$ cat config.mk
export PLATFORM = sky130hd
export DESIGN_NAME = ravil_memory
export DESIGN_NICKNAME = d
export VERILOG_FILES = /design/src/rtl/ravil_memory_pkg.sv /design/src/rtl/ravil_mem_dpram.sv /design/src/rtl/ravil_memory.sv
export SDC_FILE = /design/constraint.sdc
export NUM_CORES = 1
export LEC_CHECK = 0
export ABC_AREA = 1
export BUFFER_PORTS_ARGS = -buffer_cell sky130_fd_sc_hd__buf_4
export CAP_MARGIN = 15
export CORE_ASPECT_RATIO = 1.1
export CORE_MARGIN = 5
export CORE_UTILIZATION = 47
export DETAILED_ROUTE_END_ITERATION = 10
export PLACE_DENSITY = 0.77
export REMOVE_ABC_BUFFERS = 1
export SLEW_MARGIN = 20
export SYNTH_ARGS = -nofsm -noshare
export SYNTH_HDL_FRONTEND = slang
export SYNTH_HIERARCHICAL = 1
export SYNTH_SLANG_ARGS = --single-unit
export TNS_END_PERCENT = 30
$ cat constraint.sdc
create_clock -name iclk -period 1.6 [get_ports iclk]
set_input_delay 0.32 -clock iclk [delete_from_list [all_inputs] [get_ports iclk]]
set_output_delay 0.32 -clock iclk [all_outputs]
set_load 0.005 [all_outputs]
$ cat src/rtl/ravil_memory_pkg.sv
// ravil_memory_pkg
// Shared definitions for the receive frame buffer: the upstream receiver
// state encoding, the CRC-32 residue a clean frame leaves behind, and the
// default buffer depth and frame length limits.
package ravil_memory_pkg;

  // Upstream receiver states as presented on iFSM_state.
  typedef enum logic [2:0] {
    ST_IDLE     = 3'd0,
    ST_PREAMBLE = 3'd1,
    ST_DATA     = 3'd2,
    ST_END      = 3'd3,
    ST_ERROR    = 3'd4
  } rx_state_t;

  // Value left in the running CRC-32 register once the FCS has been
  // clocked through along with the payload.
  localparam logic [31:0] CRC_RESIDUE = 32'hC704DD7B;

  // Defaults: 2048-byte buffer, Ethernet frame length limits (FCS included).
  localparam int DEF_DEPTH_LOG2 = 11;
  localparam int DEF_MIN_LEN    = 64;
  localparam int DEF_MAX_LEN    = 1518;

endpackage

$ cat src/rtl/ravil_mem_dpram.sv
// ravil_mem_dpram
// Byte-wide dual-port frame buffer, 2**pADDR_W deep. Contents are never
// reset; only the control logic decides which bytes count as committed.
// Ports:
//   iclk     - clock, rising edge
//   we       - write enable
//   wr_addr  - write address
//   wr_data  - write byte
//   rd_addr  - read address (downstream reader)
//   rd_data  - read byte, registered (one clock read latency)
module ravil_mem_dpram
  import ravil_memory_pkg::*;
#(
  parameter int pADDR_W = DEF_DEPTH_LOG2
) (
  input  logic               iclk,
  input  logic               we,
  input  logic [pADDR_W-1:0] wr_addr,
  input  logic [7:0]         wr_data,
  input  logic [pADDR_W-1:0] rd_addr,
  output logic [7:0]         rd_data
);

  logic [7:0] mem [2**pADDR_W];

  always_ff @(posedge iclk) begin
    if (we) begin
      mem[wr_addr] <= wr_data;
    end
    rd_data <= mem[rd_addr];
  end

endmodule

$ cat src/rtl/ravil_memory.sv
// ravil_memory
// Receive-side frame store. Bytes of each incoming frame are written into a
// circular buffer as they arrive; when the frame ends it is either committed
// (length and frame count published, commit pointer advanced) or rejected
// (write pointer rolled back so the bytes are silently reused).
// Ports:
//   iclk       - clock, rising edge
//   i_rst      - asynchronous reset, active low
//   idv        - byte valid from the upstream receiver
//   i_error    - receive error flag
//   i_crc      - running CRC-32 register of the upstream receiver
//   irx_d      - received byte
//   iFSM_state - upstream receiver state (see rx_state_t)
//   o_FIFO     - byte length of the last committed frame
//   o_reg      - number of committed frames, modulo 256
module ravil_memory
  import ravil_memory_pkg::*;
#(
  parameter int pDEPTH_LOG2 = DEF_DEPTH_LOG2,
  parameter int pMIN_LEN    = DEF_MIN_LEN,
  parameter int pMAX_LEN    = DEF_MAX_LEN
) (
  input  logic                   iclk,
  input  logic                   i_rst,
  input  logic                   idv,
  input  logic                   i_error,
  input  logic [31:0]            i_crc,
  input  logic [7:0]             irx_d,
  input  logic [2:0]             iFSM_state,
  output logic [pDEPTH_LOG2-1:0] o_FIFO,
  output logic [7:0]             o_reg
);

  localparam int AW = pDEPTH_LOG2;
  localparam logic [AW-1:0] LEN_SAT = '1;
  localparam logic [AW-1:0] MIN_LEN = AW'(pMIN_LEN);
  localparam logic [AW-1:0] MAX_LEN = AW'(pMAX_LEN);

  rx_state_t     rx_state;
  logic [AW-1:0] wr_ptr;
  logic [AW-1:0] commit_ptr;
  logic [AW-1:0] frame_len;
  logic          err_seen;
  logic          in_frame;
  logic          armed;
  logic          prev_dv;
  logic [7:0]    rd_data_unused;

  logic data_byte;
  logic frame_start;
  logic frame_byte;
  logic store_byte;
  logic frame_end;
  logic err_now;
  logic frame_good;

  assign rx_state = rx_state_t'(iFSM_state);

  // A DATA byte only belongs to a frame if we are already inside one or we
  // saw the receiver pass through IDLE/PREAMBLE (armed). This is what keeps
  // the tail of a frame interrupted by reset from being stored.
  assign data_byte   = idv && (rx_state == ST_DATA);
  assign frame_start = data_byte && armed && !in_frame;
  assign frame_byte  = data_byte && (in_frame || armed);

  // Bytes past the maximum length are counted but not stored, so an
  // oversized frame cannot run the write pointer round into committed data.
  assign store_byte  = frame_byte && (frame_len < MAX_LEN);

  assign frame_end   = !idv && prev_dv && in_frame && (frame_len != '0);
  assign err_now     = i_error || (rx_state == ST_ERROR);
  assign frame_good  = !err_seen && !err_now && (i_crc == CRC_RESIDUE) &&
                       (frame_len >= MIN_LEN) && (frame_len <= MAX_LEN);

  // Pointer and frame checker state. The commit/rollback decision is taken
  // on the edge that sees idv low, so the outputs change one clock after idv
  // falls and a frame starting on the very next cycle uses the new pointer.
  always_ff @(posedge iclk or negedge i_rst) begin
    if (!i_rst) begin
      wr_ptr     <= '0;
      commit_ptr <= '0;
      frame_len  <= '0;
      err_seen   <= 1'b0;
      in_frame   <= 1'b0;
      armed      <= 1'b0;
      prev_dv    <= 1'b0;
      o_FIFO     <= '0;
      o_reg      <= '0;
    end else begin
      prev_dv <= idv;
      if ((rx_state == ST_IDLE) || (rx_state == ST_PREAMBLE)) begin
        armed <= 1'b1;
      end
      if (frame_end) begin
        in_frame  <= 1'b0;
        frame_len <= '0;
        err_seen  <= 1'b0;
        armed     <= 1'b1;
        if (frame_good) begin
          commit_ptr <= wr_ptr;
          o_FIFO     <= frame_len;
          o_reg      <= o_reg + 8'd1;
        end else begin
          wr_ptr <= commit_ptr;
        end
      end else if (frame_byte) begin
        in_frame <= 1'b1;
        armed    <= 1'b0;
        if (frame_len != LEN_SAT) begin
          frame_len <= frame_len + AW'(1);
        end
        err_seen <= frame_start ? err_now : (err_seen || err_now);
        if (store_byte) begin
          wr_ptr <= wr_ptr + AW'(1);
        end
      end else if (in_frame) begin
        err_seen <= err_seen || err_now;
      end
    end
  end

  ravil_mem_dpram #(
    .pADDR_W(AW)
  ) u_mem (
    .iclk    (iclk),
    .we      (store_byte),
    .wr_addr (wr_ptr),
    .wr_data (irx_d),
    .rd_addr (commit_ptr),
    .rd_data (rd_data_unused)
  );

endmodule

# == After elaboration in Yosys (flattened, before gate mapping) ==
# Cells that the tools add are included.
# totals
register_bits,34
memories,0
ramBits,0
output_inout_bits,19
mem_bits_ro,0
inputBits,47
latch_bits,0
# classes
n_bitwise,0
shifts,0
n_reduce_logical,27
multipliers,0
div_mod_pow,0
n_addsub,2
order_cmp,2
mux,12
eq_ne,5
# op_table
op,count
two-way mux 11 bit,3
"== test 32 bit, second input constant",1
"adder 11 x 1 -> 11 bit, second input constant",1
"greater-or-equal comparator 11 x 7 -> 1 bit, second input constant",1
"less-or-equal comparator 11 bit, second input constant",1
logical AND 1 bit,11
"inequality test 11 bit, second input constant",1
nonzero test 11 bit,1
two-way mux 1 bit,9
"adder 8 x 1 -> 8 bit, second input constant",1
nonzero test 3 bit,2
logical NOT 1 bit,4
logical OR 1 bit,4
AND reduction 2 bit,2
nonzero test 2 bit,2
"== test 3 x 1 -> 1 bit, second input constant",1
"== test 3 x 2 -> 1 bit, second input constant",1
"== test 3 bit, second input constant",1
logical NOT 3 bit,1

# == Longest topological paths before layout ==
# Gate-level depths: netlist of the first run.
# logic_depth
word_depth,8
mapped_depth,11

# == Least setup slack after synthesis of the first run ==
# No wires, ideal clock.
# synth_timing
kind,reg-to-reg
from,register frame_len[0]
to,register frame_len[4]
synth_period_minus_slack_ns,1.589
setup_time_ns,0.119
path_slack_ns,0.011
arrival_time_ns,1.470
stages_incl_launch_ff,12
cell_sequence,dfrtp_1 -> ha_1 -> nand3_2 -> nor2_4 -> nand2_2 -> nor2_2 -> nand3_2 -> nand2_4 -> nand2_4 -> buf_6 -> nand2_1 -> o21ai_2
# synth_via
elab_chain_len,4
elab_cells_between_ends,10
cone_classes,add/sub (1); eq/ne (1); mux (3); reduce/logical (5)
# synth_rtl
element,line,text
from (decl),ravil_memory.sv:42,logic [AW-1:0] frame_len;
from (signal assigned),ravil_memory.sv:110,frame_len <= frame_len + AW'(1);
adder 11 x 1 -> 11 bit or nonzero test 11 bit (tied branches),"ravil_memory.sv:110, ravil_memory.sv:70",
two-way mux 11 bit or logical AND 1 bit (tied branches),"ravil_memory.sv:109, ravil_memory.sv:70",
two-way mux 11 bit or nonzero test 2 bit (tied branches),n/a,
two-way mux 11 bit or AND reduction 2 bit (tied branches),n/a,
# Several ways; a longest one is shown, not always the timed one. The select of a mux whose other input is x is not followed.
# A chain may end at the register's enable or synchronous reset.

# == Final worst setup path of the first run ==
# layout_timing
from,register frame_len[2]
to,register frame_len[9]
# The elaborated chain is that of the path after synthesis.

==> summary.txt, run 1 <==
Starting Density: 48.1%
Worst Tran Pin Value: 431 ps
Final Setup Violations: 1
Post-synthesis cell count: 314
Final Hold Violating Endpoints: 0
Min-delay src: idv
Post-synthesis register bit count: 34
Later-pin clock latency in the skew report: 290 ps
Worst-path fanout max: 5
Initial antenna violation count: 0
GRT Total Usage: 18.6%
F_max: 622 MHz
Fraction of layout cells with a size suffix above 1: 38.4%
CTS root buffer: clkbuf_8
H-tree lvl count: 2
WL final: 6.17 mm
CTS tree: yes
WP data required: 1820 ps
Crit path kind: reg -> reg
Max_cap viols: 0
Clock Skew: 11.0 ps
Post-DP HPWL: 4.24 mm
Via density: 5.08
Vias in the first global route: 2,141
Hold Path Class: in -> reg
Register area share after synthesis: 38.5%
Fin cells: 470
RSZ-0062 raised after global routing: true
Routed wire length per instance: 13.1 um
Area delta synth->final: 47.1%
GPL Wtd Cong: 0.817
Max-slew headroom: 71.3%
Std-Cell Rows: 26
Startpoint class of the critical path: flop
Worst Path Arrival: 1820 ps
DRT iter0 DRCs: 98
Clock-pin slew on the worst setup and hold paths: 70 ps
N_diodes: 0
Fill cells: 344
Core Util, Final: 70.8%
Die Wd: 75.3 um
Slew Limit Fails: 0
CTS Buf Count: 5
Clk buf depth: 2
Nets: 463
Post-synth cell types: 27
First-pass GRT wire length: 8.95 mm
Final setup margin: -6.75 ps
Fin crit period: 1610 ps
Worst setup path startpoint: frame_len[2]
Via count: 2,386
Post-route DRC: 0
Mapped Area: 0.00221 mm2
R2R Path Start: frame_len[2]
Syn avg cell area: 7.03 um2
P per Cell Area: 919 mW/mm2
Total gr overflow: 0
# IOs: 66
Yosys Warn Count: 6
Pre-antenna DRT Iters: 4
Die height: 81.9 um
Clk sink count: 34
Final ANT Viol Nets: 0
Final period util: 100%
Worst vdd ir: 0.818 mV
Leak pwr: 1.68 nW
PortBufs: 57
Largest net degree at the start of global routing: 35
Full die area: 0.00617 mm2
Core area: 0.00459 mm2
Status: complete, but fails checks
Failing checks: negative setup slack
Worst Setup End Kind: flop
Dpl cells: 448
Total power: 0.00298 W
-- power breakdown --
part,switching (W),internal (W)
Combinational,0.000595,0.000496
Sequential,0.000145,0.000974
Clock,0.000309,0.000466
-- per-layer routing --
| layer | track usage [%] | up-vias | share of wire (%) | routed length, um |
|---|---|---|---|---|
| li1 | - | 1185 | - | - |
| met2 | 34.1 | 80 | 52 | 3190 |
| met3 | 3.67 | 15 | 6.8 | 422 |
| met4 | 5.59 | 0 | 2.3 | 143 |
| met5 | 0 | - | 0 | 0 |
| met1 | 21.3 | 1106 | 39 | 2410 |
-- worst max-delay path, cell delays in order (launching register included) --
cell      delay [ps]
dfrtp_2          480
inv_1            150
nand3_2          110
nor3_2           230
nor2_2            80
clkinv_2         130
buf_4            160
nand3_1          110
o21ai_2           80
-- Yosys cell counts, drive strengths merged --
| master | number | area share, % |
|---|---|---|
| a21oi | 4 | 1.1 |
| a31oi | 1 | 0.28 |
| buf | 4 | 1.8 |
| clkinv | 1 | 0.23 |
| dfrtp | 34 | 39 |
| ha | 3 | 1.7 |
| inv | 48 | 8.2 |
| nand2 | 93 | 17 |
| nand3 | 24 | 6.7 |
| nand4 | 14 | 4.0 |
| nor2 | 51 | 9.1 |
| nor3 | 4 | 1.1 |
| o21ai | 22 | 6.0 |
| xnor2 | 2 | 0.79 |
| xor2 | 9 | 3.6 |
-- cell families (layout without fill, tap and decap cells) --
group	count (synthesis)	count (layout)	share of synthesized area [%]
simple gates	186	187	37.9
buf+inv	53	152	10.1
flops	34	34	38.5
compound gates	27	27	7.37
xor+xnor	11	11	4.37
fa+ha+maj	3	3	1.70
-- final cells by class --
type | instances | area (um2) | area share (%)
Clock buffer | 7 | 76.3 | 2.35
Clock inverter | 1 | 30.0 | 0.925
Inverter | 49 | 188 | 5.78
Multi-Input combinational cell | 228 | 1280 | 39.4
Sequential cell | 34 | 855 | 26.3
Tap cell | 56 | 70.1 | 2.16
Timing Repair Buffer | 95 | 748 | 23.0
-- final timing paths --
| check | to | slack (ps) | cells past startpoint |
|---|---|---|---|
| worst max-delay path | frame_len[9] | -7 | 8 |
| worst min-delay path | prev_dv | 250 | 2 |
| worst max register to register | frame_len[9] | -7 | 8 |
| worst min register to register | o_FIFO[7] | 500 | 2 |
| max in group asynchronous | frame_len[9] | 750 | 2 |
| min in group asynchronous | o_FIFO[1] | 510 | 2 |
-- cell usage in the layout (no fill, tap or decap), types with 7 or more instances in the layout --
cell type,synthesis,layout
nand2_2,1,12
dfrtp_1,34,31
o21ai_1,10,7
xor2_1,9,9
nor2_1,49,43
nand2_1,89,76
nand3_1,20,16
o21ai_2,6,9
inv_1,44,41
nand4_1,14,14
buf_4,0,90
-- repair_timing --
item	CTS	global route
gates resized for setup	0	47
endpoints found under the setup margin	7	27
gates cloned	0	2
pin swaps	2	10
buffers inserted	3	8
hold buffers	1	0
hold endpoints to repair	34	0
-- through the flow --
step / setup TNS (ps) / worst slack, ps / cell area, um2 / hold WS, ps
6_report: -6.75 / -6.75 / 3250 / 245
3_5_place_dp: -87.2 / -23.1 / 2850 / 298
3_3_place_gp: -52.7 / -9.77 / 2850 / 291
5_1_grt: -1730 / -111 / 3250 / 248
4_1_cts: -0.134 / -0.134 / 2990 / 243
2_1_floorplan: -2560 / -261 / 2170 / 24.4
No activity file was read; power rests on OpenSTA's default activity.
==> run 2: changes to the inputs <==
--- a/config.mk
+++ b/config.mk
@@ -10,9 +10,9 @@
 export CAP_MARGIN = 15
 export CORE_ASPECT_RATIO = 1.1
 export CORE_MARGIN = 5
-export CORE_UTILIZATION = 47
+export CORE_UTILIZATION = 40
 export DETAILED_ROUTE_END_ITERATION = 10
-export PLACE_DENSITY = 0.77
+export PLACE_DENSITY = 0.67
 export REMOVE_ABC_BUFFERS = 1
 export SLEW_MARGIN = 20
 export SYNTH_ARGS = -nofsm -noshare
==> run 2 against run 1 <==
Against the previous run: the flow still finishes with violations (negative setup slack); sequential cell count is the same; count of clock-buffer cells in the layout fell by 1; die area increased by 15%; worst hold slack worse by 83 ps; fmax is 0.17% lower; power shrank 10%; clock power fell by 20%; cell count rose by 2.1%; combinational power fell by 10%; non-clock buffer count fell by 6; sequential share of layout area is 0.14 points higher; clock skew fell by 6.8 ps; largest power group unchanged; highest routed layer unchanged.
==> summary.txt, run 2 (synthesis results as in run 1) <==
# IOs: 66
H-tree lvl count: 2
P per Cell Area: 833 mW/mm2
Worst-path fanout max: 5
Fin crit period: 1610 ps
R2R setup slack: -10 ps
Largest net degree at the start of global routing: 35
Clock Skew: 4.18 ps
Worst Path Arrival: 1820 ps
Initial antenna violation count: 0
Worst Tran Pin Value: 433 ps
Clk sink count: 34
WP data required: 1810 ps
Commonest non-fill, non-tap cell in the layout: buf_4
GRT Total Usage: 15.6%
Leak pwr: 1.64 nW
Hold Path Class: in -> reg
Fraction of layout cells with a size suffix above 1: 36.8%
N_diodes: 0
Startpoint class of the critical path: flop
Final Hold Violating Endpoints: 0
WL final: 5.71 mm
Die height: 87.9 um
Worst Setup End Kind: flop
Starting Density: 41.2%
CTS tree: yes
Routed wire length per instance: 11.9 um
Status: complete, but fails checks
FF-to-FF End: in_frame
Die Wd: 80.8 um
Core area: 0.00536 mm2
CTS root buffer: clkbuf_8
Hold Slack: 163 ps
Clock-pin slew on the worst setup and hold paths: 60 ps
Std-Cell Rows: 28
Via density: 4.65
Slew Limit Fails: 0
DRT iter0 DRCs: 67
Crit path kind: reg -> reg
First-pass GRT wire length: 8.83 mm
RSZ-0062 raised after global routing: true
Clk buf depth: 2
Pre-CTS setup slack: -85.2 ps
F_max: 621 MHz
Nets: 456
Via count: 2,232
Core Util, Final: 60.2%
R2R Path Start: frame_len[1]
Min-delay src: idv
Final ANT Viol Nets: 0
Dpl cells: 465
Worst vdd ir: 0.618 mV
Post-DP HPWL: 4.19 mm
Max_cap viols: 0
Full die area: 0.00710 mm2
Vias in the first global route: 2,091
Max-slew headroom: 71.1%
Final Setup Violations: 3
Most frequent cells in the layout: buf_4, nand2_1, inv_1, nor2_1, dfrtp_1
Post-route DRC: 0
Fin cells: 480
PortBufs: 57
Area delta synth->final: 46.1%
Pre-antenna DRT Iters: 6
Worst R2R Path Depth: 9
Final setup margin: -9.50 ps
Hold Path Stages: 1
Final period util: 101%
CTS Buf Count: 5
Min-Delay Endpoint: prev_dv
Failing checks: negative setup slack
GPL Wtd Cong: 0.794
Later-pin clock latency in the skew report: 280 ps
Total gr overflow: 0
run 2: area by class of cell:
cell class | instances | area (um2)
tap | 75 | 93.8
multi-input combinational | 227 | 1250
timing repair buffer | 89 | 754
fill | 499 | 2140
inverter | 49 | 185
clock buffer | 6 | 82.6
sequential | 34 | 853
run 2: report_power, final:
| part | leakage, nW | switching, W | internal [W] |
|---|---|---|---|
| clock | 0.0431 | 0.000290 | 0.000332 |
| combinational | 1.16 | 0.000517 | 0.000462 |
| sequential | 0.439 | 0.000116 | 0.000971 |
| total | 1.64 | 0.000922 | 0.00176 |
run 2: worst max path at each step:
stage,from,end,slack (ps),cells after the start
after floorplan,frame_len[0],frame_len[4],-260,9
after global placement,idv,o_FIFO[8],-30,10
after detailed placement,idv,o_FIFO[8],-90,10
after CTS,frame_len[1],frame_len[4],-4,10
after global routing,frame_len[1],frame_len[4],-90,10
final,frame_len[1],in_frame,-10,9
run 2: critical path: stages, from the launching register on:
cell,delay [ps]
dfrtp_1,410
inv_1,100
ha_2,190
nand3_2,90
nor3_2,190
nor2_2,80
buf_6,130
buf_12,120
buf_4,130
a21oi_1,100
run 2: what timing repair did:
action,CTS,global route
setup buffers,1,5
pin swaps,0,9
endpoints found under the setup margin,4,28
hold endpoints to repair,25,0
resized for setup,0,40
cloned,0,2
hold buffers,1,0
run 2: routing by layer:
metal | global-route usage, % | part of all wire, % | up-vias
li1 | - | - | 1172
met2 | 29.1 | 53 | 42
met4 | 2.92 | 0.74 | 0
met3 | 3.09 | 4.8 | 5
met1 | 18.6 | 42 | 1013
met5 | 0 | 0 | -
run 2: through the flow:
step / area [um2] / total power, W / TNS, ps
after floorplan: 2170 / 0.00155 / -2560
after global placement: 2890 / 0.00189 / -287
after detailed placement: 2890 / 0.00191 / -890
after CTS: 2990 / 0.00256 / -4.10
after global routing: 3220 / 0.00287 / -1530
final: 3220 / 0.00269 / -16.1
